[src/rtl/binary_to_bcd_seq.sv]
// Sequential shift-and-add-3 binary-to-BCD converter.
// One operand bit per clock, start/done/ack handshake, overflow flag.
module binary_to_bcd_seq #(
  parameter int WIDTH  = 12,
  parameter int DIGITS = 4
) (
  input  logic                  clk,
  input  logic                  reset,
  input  logic                  start,
  input  logic                  ack,
  input  logic [WIDTH-1:0]      binary,
  output logic [4*DIGITS-1:0]   bcd,
  output logic                  done,
  output logic                  busy,
  output logic                  overflow
);

  localparam int BW = 4 * DIGITS;
  localparam int CW = $clog2(WIDTH + 1);

  localparam logic [1:0] IDLE    = 2'd0;
  localparam logic [1:0] CONVERT = 2'd1;
  localparam logic [1:0] DONE    = 2'd2;

  logic [1:0]       state;
  logic [WIDTH-1:0] opnd;
  logic [BW-1:0]    work;
  logic [BW-1:0]    corr;
  logic [BW-1:0]    nxt;
  logic             acc;
  logic             carry;
  logic [CW-1:0]    count;

  // Per-digit +3 correction, no carry between digits.
  always_comb begin
    corr = work;
    for (int k = 0; k < DIGITS; k++) begin
      if (work[4*k +: 4] >= 4'd5)
        corr[4*k +: 4] = work[4*k +: 4] + 4'd3;
    end
  end

  assign carry = corr[BW-1];
  assign nxt   = {corr[BW-2:0], opnd[WIDTH-1]};

  always_ff @(posedge clk or posedge reset) begin
    if (reset) begin
      state    <= IDLE;
      opnd     <= '0;
      work     <= '0;
      acc      <= 1'b0;
      count    <= '0;
      bcd      <= '0;
      done     <= 1'b0;
      busy     <= 1'b0;
      overflow <= 1'b0;
    end else begin
      case (state)
        IDLE: begin
          if (start) begin
            opnd  <= binary;
            work  <= '0;
            acc   <= 1'b0;
            count <= CW'(WIDTH);
            busy  <= 1'b1;
            state <= CONVERT;
          end
        end
        CONVERT: begin
          work  <= nxt;
          opnd  <= opnd << 1;
          acc   <= acc | carry;
          count <= count - CW'(1);
          if (count == CW'(1)) begin
            bcd      <= nxt;
            overflow <= acc | carry;
            done     <= 1'b1;
            busy     <= 1'b0;
            state    <= DONE;
          end
        end
        DONE: begin
          // start is deliberately ignored here, even alongside ack
          if (ack) begin
            done  <= 1'b0;
            state <= IDLE;
          end
        end
        default: begin
          state <= IDLE;
        end
      endcase
    end
  end

endmodule

[config.mk]
export PLATFORM = sky130hd
export DESIGN_NAME = binary_to_bcd_seq
export DESIGN_NICKNAME = d
export VERILOG_FILES = /design/src/rtl/binary_to_bcd_seq.sv
export SDC_FILE = /design/constraint.sdc
export NUM_CORES = 1
export LEC_CHECK = 0
export CORE_AREA = 2 2 72 74
export DETAILED_ROUTE_END_ITERATION = 16
export DIE_AREA = 0 0 74 76
export GPL_TIMING_DRIVEN = 1
export PLACE_DENSITY = 0.77
export SLEW_MARGIN = 20
export SYNTH_ARGS = -nofsm -noshare
export SYNTH_HDL_FRONTEND = slang
export SYNTH_SLANG_ARGS = --single-unit
[constraint.sdc]
create_clock -name clk -period 2.2 [get_ports clk]
set_input_delay 0.44 -clock clk [delete_from_list [all_inputs] [get_ports clk]]
set_output_delay 0.44 -clock clk [all_outputs]
set_load 0.005 [all_outputs]
==> Yosys cells after proc, flatten, opt, wreduce, memory -nomap -nowiden <==
Cells that the tools add are included.
{ "word_totals": {"out_inout_bits": 19, "inputBits": 16, "elab_cells": 55, "ff_bits": 54} }
{ "classes": {"eq_ne": 6, "reduce_logical": 8, "add_sub_neg": 5, "muxes": 22, "n_bitwise": 1, "n_lt_le_gt_ge": 4} }
{ "op_table": {"columns": ["cell", "n"], "rows": [
  ["16-bit one-hot mux with 2 select lines", 1],
  ["12-bit one-hot mux with 2 select lines", 1],
  ["4-bit two-way mux", 5],
  ["4-bit by 2-bit adder with 4-bit output (second input constant)", 4],
  ["4-bit by 3-bit greater-or-equal comparator with 1-bit output (second input constant)", 4],
  ["16-bit two-way mux", 1],
  ["12-bit two-way mux", 1],
  ["3-bit AND reduction", 3],
  ["4-bit one-hot mux with 2 select lines", 1],
  ["2-bit two-way mux", 3],
  ["2-bit inequality test (second input constant)", 3],
  ["1-bit one-hot mux with 2 select lines", 3],
  ["2-bit one-hot mux with 3 select lines", 1],
  ["1-bit two-way mux", 5],
  ["4-bit by 1-bit == test with 1-bit output (second input constant)", 1],
  ["2-bit AND reduction", 2],
  ["2-bit nonzero test", 2],
  ["4-bit by 1-bit subtractor with 4-bit output (second input constant)", 1],
  ["2-bit by 1-bit == test with 1-bit output (second input constant)", 1],
  ["2-bit == test (second input constant)", 1],
  ["2-bit logical NOT", 1],
  ["1-bit bitwise OR", 1]
]} }

==> Depth between registers and ports, before layout <==
Gate-level depths: netlist of the first run.
{ "logic_depth": {"ltp_word": 4, "mapped_depth": 7} }

==> Least setup slack after synthesis of the first run <==
No wires, ideal clock.
{ "synth_path": {"kind": "reg2reg", "start": "register count[1]", "end": "register bcd[0]", "slack_ns": 0.701, "required_ns": 2.075, "n_path_buf": 1, "stages_incl_launch_ff": 7, "arrival_ns": 1.374, "path_cell_list": "dfrtp_1 > inv_1 > ha_1 > nor3b_2 > nand2_4 > buf_6 > mux2_4"} }
{ "synth_between": {"elab_chain_cells": 2} }
{ "synth_lines": {"columns": ["element", "line", "text"], "rows": [
  ["from (decl)", "32", "logic [CW-1:0] count;"],
  ["from (signal assigned)", "64", "count <= CW'(WIDTH);"],
  ["from (signal assigned)", "73", "count <= count - CW'(1);"],
  ["4-bit by 1-bit == test with 1-bit output", "74", "if (count == CW'(1)) begin"],
  ["2-bit AND reduction (no line)", null, null],
  ["to (signal assigned)", "75", "bcd <= nxt;"],
  ["to (decl)", "12", "output logic [4*DIGITS-1:0] bcd,"]
]} }
Every way passes these cells.
A chain may end at the register's enable or synchronous reset.

==> Final worst setup path of the first run <==
{ "layout_path": {"start": "input start", "end": "register count[3]"} }
{ "layout_between": {"elab_chain_cells": 2} }
{ "layout_lines": {"columns": ["element", "line", "text"], "rows": [
  ["from (decl)", "9", "input logic start,"],
  ["2-bit inequality test (no line)", null, null],
  ["2-bit AND reduction (no line)", null, null]
]} }
Every way passes these cells.

==> out/results.ini, run 1 <==
[timing]
worst_slew_pin_slew_ps = 772
setup_viol = 0
fmax_mhz = 581
rsz0062_at_grt = no
fin_ws_ps = 479
finalCriticalPeriod_ps = 1720
whs_ps = 486
slew-limit-headroom = 0.484
hold_violations = 0
fin_worst_skew_ps = 3.57
drv_slew = 0
finalCritPeriodShare = 0.782
setup_tns_ps = 0

[clocking]
clock_path_buffers = 2
postCtsSetupRepairBufs = 0
cts_resized = 0
cts_buffers = 5
worstSkewPairLatency_ps = 300
cts.sinks = 54
clk_pin_slew_worst_paths_ps = 90
ctsHoldBuffers = 0
cts_tree = yes
h-tree-depth = 2
clockRootBuffer = clkbuf_8

[finish]
register_area_sq_um = 1350
fillers = 418
antenna_cells = 0
areaGrowthSynthToFinish_pct = 21.3
drive_gt1_frac = 0.101
multi_input_area_sq_um = 1080
final_nets = 301
stdcell_area_sq_um = 3070

[setup_path]
r2r_end = opnd[4]$_DFFE_PP0P_
start_kind = input port
setup.worst_path.end_class = register
r2r-start = state[0]$_DFFE_PP0P_
cp_data_required_time_ps = 2380
r2r_cells = 4
critical_path.cell_chain = clkdlybuf4s50_1 > o21ai_2 > buf_12 > nor2b_1 > a21oi_1
cp_slowest_stage_delay_ps = 590
worst-r2r-setup-slack_ps = 510
cp_max_fo = 18
crit_arrival_ps = 1900
critPathKind = in -> reg
cp_slowest_cell = o21ai_2

[synthesis]
syn_area_per_cell_sq_um = 10.6
yosys.area_share.simple = 0.105
syn_nets = 264
yosysUniqueCellTypes = 29
synth_top_family_by_area = compound AO/OA/AOI/OAI gates
ys_ff_latch = 54
synth_xor_area_frac = 0.0138
seq_area_frac_synth = 0.533
syn_area_sq_um = 2530
synth_compound_area_frac = 0.192
synthAdderAreaFrac = 0.0494
yosys_warnings = 0
synthCells = 238
synth_mux_area_frac = 0.0662

[floorplan]
start_util = 0.516
core_sq_um = 4910
die_y_um = 76
dieArea_sq_um = 5620
design.portCount = 35
die_w_um = 74
num_rows = 26

[grt]
grt_pass1_wl_um = 8490
grt_overflow_total = 0
track_usage = 0.190
antenna_found_initial = 0
grt_max_degree = 55
grt_pass1_vias = 1833

[detailed_routing]
via_per_inst = 5.37
drcViolationCount = 0
wl_per_cell_um = 13.8
drt_iter0_drc = 98
ant_nets = 0
vias = 1857
finalWirelength_um = 4790
first_pass_iters = 4

[placement]
dp_hpwl_um = 3390
post-place-ws_ps = 142
gp_congestion = 0.759
place_area_sq_um = 2980
port_buffers = 34

[power]
ir_drop_uv = 741
p_per_area_nw_per_um2 = 1430
leakage_nw = 1.36
post-layout-total-power_w = 0.00440

[flow_run]
drv_cap = 0

[run_status]
status = finished clean

[hold_path]
min_path_type = in -> async

-- cell families (layout without fill, tap and decap cells) --
logic type,after synthesis,in the layout
compound gates,80,80
xor+xnor,4,4
fa+ha+maj,10,10
buf+inv,23,61
flops,54,54
mux,14,14
simple gates,53,53
-- state kept, by name, summed over array words and instances, names as in the netlist --
signal,cells
count,4
done,1
bcd,16
state,2
overflow,1
opnd,12
acc,1
work,16
busy,1
-- layout make-up --
type | instances | share of cell area
flip-flops and latches | 54 | 0.440
multi-input cells | 161 | 0.353
repair buffers | 40 | 0.134
well taps | 70 | 0.0285
clock buffers | 7 | 0.0281
inverters | 13 | 0.0159
clock inverters | 1 | 0.00163
-- cell usage after synthesis --
library cell  number  share of area
nand2_1           30          0.044
a22o_1            12          0.041
nand2_4            1         0.0044
o22ai_1            2         0.0049
mux2i_1            4          0.016
buf_6              1         0.0044
o21ai_1            1         0.0020
nor2_1             2         0.0030
mux2_2             6          0.027
xnor2_1            4          0.014
buf_4              1         0.0030
a31o_2             1         0.0035
nor3_1             1         0.0020
inv_1             13          0.019
a22oi_1           11          0.033
nor3b_2            1         0.0049
a32o_1             1         0.0040
nor3b_1            5          0.015
dfrtp_1           54           0.53
a21oi_1           15          0.030
mux2_4             4          0.024
nand2b_1           7          0.017
clkbuf_1           4         0.0059
o21ai_0           36          0.071
a21o_1             1         0.0030
nand3_1            2         0.0040
buf_2              4         0.0079
ha_1              10          0.049
nor2b_1            4         0.0099
-- placed cells by master (no fill, tap or decap), drive strengths merged, types with 2 or more instances in the layout --
master and n:
a21oi 15, clkdlybuf4s50 34, nand2 31, mux2i 4
nand2b 7, o21ai 37, dfrtp 54, xnor2 4
ha 10, mux2 10, nand3 2, clkbuf 7
nor3b 6, nor2 2, buf 6, a22o 12
o22ai 2, inv 13, nor2b 4, a22oi 11
-- routing by layer --
| layer | GRT usage | vias up | part of all wire | routed length [um] |
|---|---|---|---|---|
| met4 | 0.0382 | 0 | 0.0075 | 36 |
| met1 | 0.265 | 904 | 0.48 | 2300 |
| met2 | 0.310 | 32 | 0.48 | 2310 |
| met3 | 0.0370 | 4 | 0.030 | 144 |
| met5 | 0 | - | 0 | 0 |
| li1 | - | 917 | - | - |
-- power by group --
part	switching [W]	internal, W	total, W
Sequential	0.000338	0.00144	0.00178
Clock	0.000307	0.000255	0.000562
Combinational	0.000972	0.00109	0.00206
Total	0.00162	0.00278	0.00440
-- per-stage QoR --
step           utilization  cells
3_3_place_gp         0.607    338
4_1_cts              0.626    346
3_5_place_dp         0.607    338
2_1_floorplan            -    238
6_report             0.626    346
5_1_grt              0.626    346
-- worst max-delay path, delay by kind of cell --
family	cells	cell delay (ps)
buf+inv	2	680
compound gates	2	640
simple gates	1	150
-- worst max path at each step --
| stage | start | end | slack, ps | cells after the start |
|---|---|---|---|---|
| after floorplan | reset | acc$_DFFE_PP0P_ | 450 | 1 |
| final | start | count[3]$_DFFE_PP0P_ | 480 | 5 |
| after CTS | start | count[3]$_DFFE_PP0P_ | 480 | 5 |
| after global placement | start | count[3]$_DFFE_PP0P_ | 200 | 5 |
| after detailed placement | start | opnd[4]$_DFFE_PP0P_ | 140 | 4 |
| after global routing | start | count[3]$_DFFE_PP0P_ | 310 | 5 |
Power figures use the tool's default switching activity.
==> inputs of run 2 (changes only) <==
clock period = 1.7 ns   (was 2.2 ns; I/O delays follow)
==> run 2 against run 1 <==
Setup slack worse by 390 ps. Largest cell class unchanged. Combinational power up 36%. Clock power up 54%. Clock skew up 4.4 ps. Sequential share of layout area down 1.2 points. Critical path type is now reg -> reg.
==> out/results.ini, run 2 (synthesis gave the netlist of run 1 again) <==
[run_status]
status = finished clean

[finish]
antenna_cells = 0
drive_gt1_frac = 0.135
final_cell_mix = dfrtp_1 (54), o21ai_0 (36), clkdlybuf4s50_1 (34)
stdcell_area_sq_um = 3160
areaGrowthSynthToFinish_pct = 24.6
layout_commonest_cell = dfrtp_1
reg_top3 = bcd x16, work x16, opnd x12
final_nets = 307

[timing]
whs_ps = 391
finalCriticalPeriod_ps = 1610
fin_worst_skew_ps = 7.97
setup_tns_ps = 0
rsz0062_at_grt = yes
setup_viol = 0
drv_slew = 0
hold_violations = 0
finalCritPeriodShare = 0.948
worst_slew_pin_slew_ps = 507
fmax_mhz = 621
slew-limit-headroom = 0.661

[power]
p_per_area_nw_per_um2 = 1890
ir_drop_uv = 785
leakage_nw = 1.41

[grt]
grt_max_degree = 55
grt_overflow_total = 0
antenna_found_initial = 0
grt_pass1_vias = 1807
grt_pass1_wl_um = 8310
track_usage = 0.189

[placement]
place_area_sq_um = 3000
port_buffers = 34
dp_hpwl_um = 3310
gp_congestion = 0.744

[clocking]
cts.sinks = 54
clock_path_buffers = 2
clk_pin_slew_worst_paths_ps = 90
worstSkewPairLatency_ps = 310
cts_buffers = 5
clockRootBuffer = clkbuf_8
ctsHoldBuffers = 0
h-tree-depth = 2
cts_tree = yes

[floorplan]
num_rows = 26
dieArea_sq_um = 5620
die_w_um = 74
die_y_um = 76
start_util = 0.516
design.portCount = 35
core_sq_um = 4910

[setup_path]
crit_arrival_ps = 1800
start_kind = register
worst-r2r-setup-slack_ps = 90
cp_max_fo = 6
setup.worst_path.end_class = register
critPathKind = reg -> reg
crit_path_start = count[1]$_DFFE_PP0P_
cp_data_required_time_ps = 1890
crit_path_end = bcd[13]$_DFFE_PP0P_
r2r_cells = 5
r2r_end = bcd[13]$_DFFE_PP0P_
r2r-start = count[1]$_DFFE_PP0P_

[detailed_routing]
wl_per_cell_um = 14.5
drcViolationCount = 0
first_pass_iters = 7
ant_nets = 0
via_per_inst = 5.43
vias = 1905
drt_iter0_drc = 106
finalWirelength_um = 5100

[flow_run]
drv_cap = 0

[hold_path]
min_path_type = in -> async

## run 2: cell type report
cell class	instances	area, sq um
inverters	13	48.8
flip-flops and latches	54	1350
well taps	70	87.6
clock inverters	1	30.0
repair buffers	44	440
fillers	403	1760
clock buffers	6	82.6
multi-input cells	163	1120
## run 2: worst max-delay path, stage by stage (launching register included)
cell and delay (ps):
dfrtp_1 410, inv_1 80, ha_1 150, nor3b_4 320, nand2_2 210, mux2_2 320
## run 2: stage by stage
step	setup slack [ps]	util	cells	power [W]
floorplan	45.4	-	238	0.00405
CTS	13.7	0.634	348	0.00591
global placement	123	0.612	341	0.00492
detailed placement	22.5	0.612	341	0.00505
global route	1.46	0.643	351	0.00647
finish	88.5	0.643	351	0.00598
## run 2: how the worst min path moves through the flow
stage	startpoint	end	slack [ps]
after floorplan	ack	state[1]$_DFFE_PP0P_	450
after global placement	bcd[12]$_DFFE_PP0P_	bcd[12]$_DFFE_PP0P_	470
after detailed placement	opnd[1]$_DFFE_PP0P_	opnd[1]$_DFFE_PP0P_	480
after CTS	reset	bcd[0]$_DFFE_PP0P_	410
after global routing	reset	bcd[2]$_DFFE_PP0P_	420
final	reset	work[2]$_DFFE_PP0P_	390
## run 2: what timing repair did
action	in CTS	in global routing
setup endpoints to repair	0	14
setup buffers	0	1
hold endpoints to repair	0	0
gates resized for setup	0	5
## run 2: power by group
part / total (W) / switching [W] / internal (W)
clock network: 0.000867 / 0.000395 / 0.000471
registers: 0.00231 / 0.000452 / 0.00186
logic: 0.00280 / 0.00133 / 0.00147
total: 0.00598 / 0.00218 / 0.00380
## run 2: layer usage
layer | track usage | part of all wire | vias up
met2 | 0.292 | 0.47 | 41
met3 | 0.0476 | 0.035 | 8
met1 | 0.261 | 0.47 | 934
met4 | 0.0582 | 0.016 | 0
met5 | 0 | 0 | -
li1 | - | - | 922
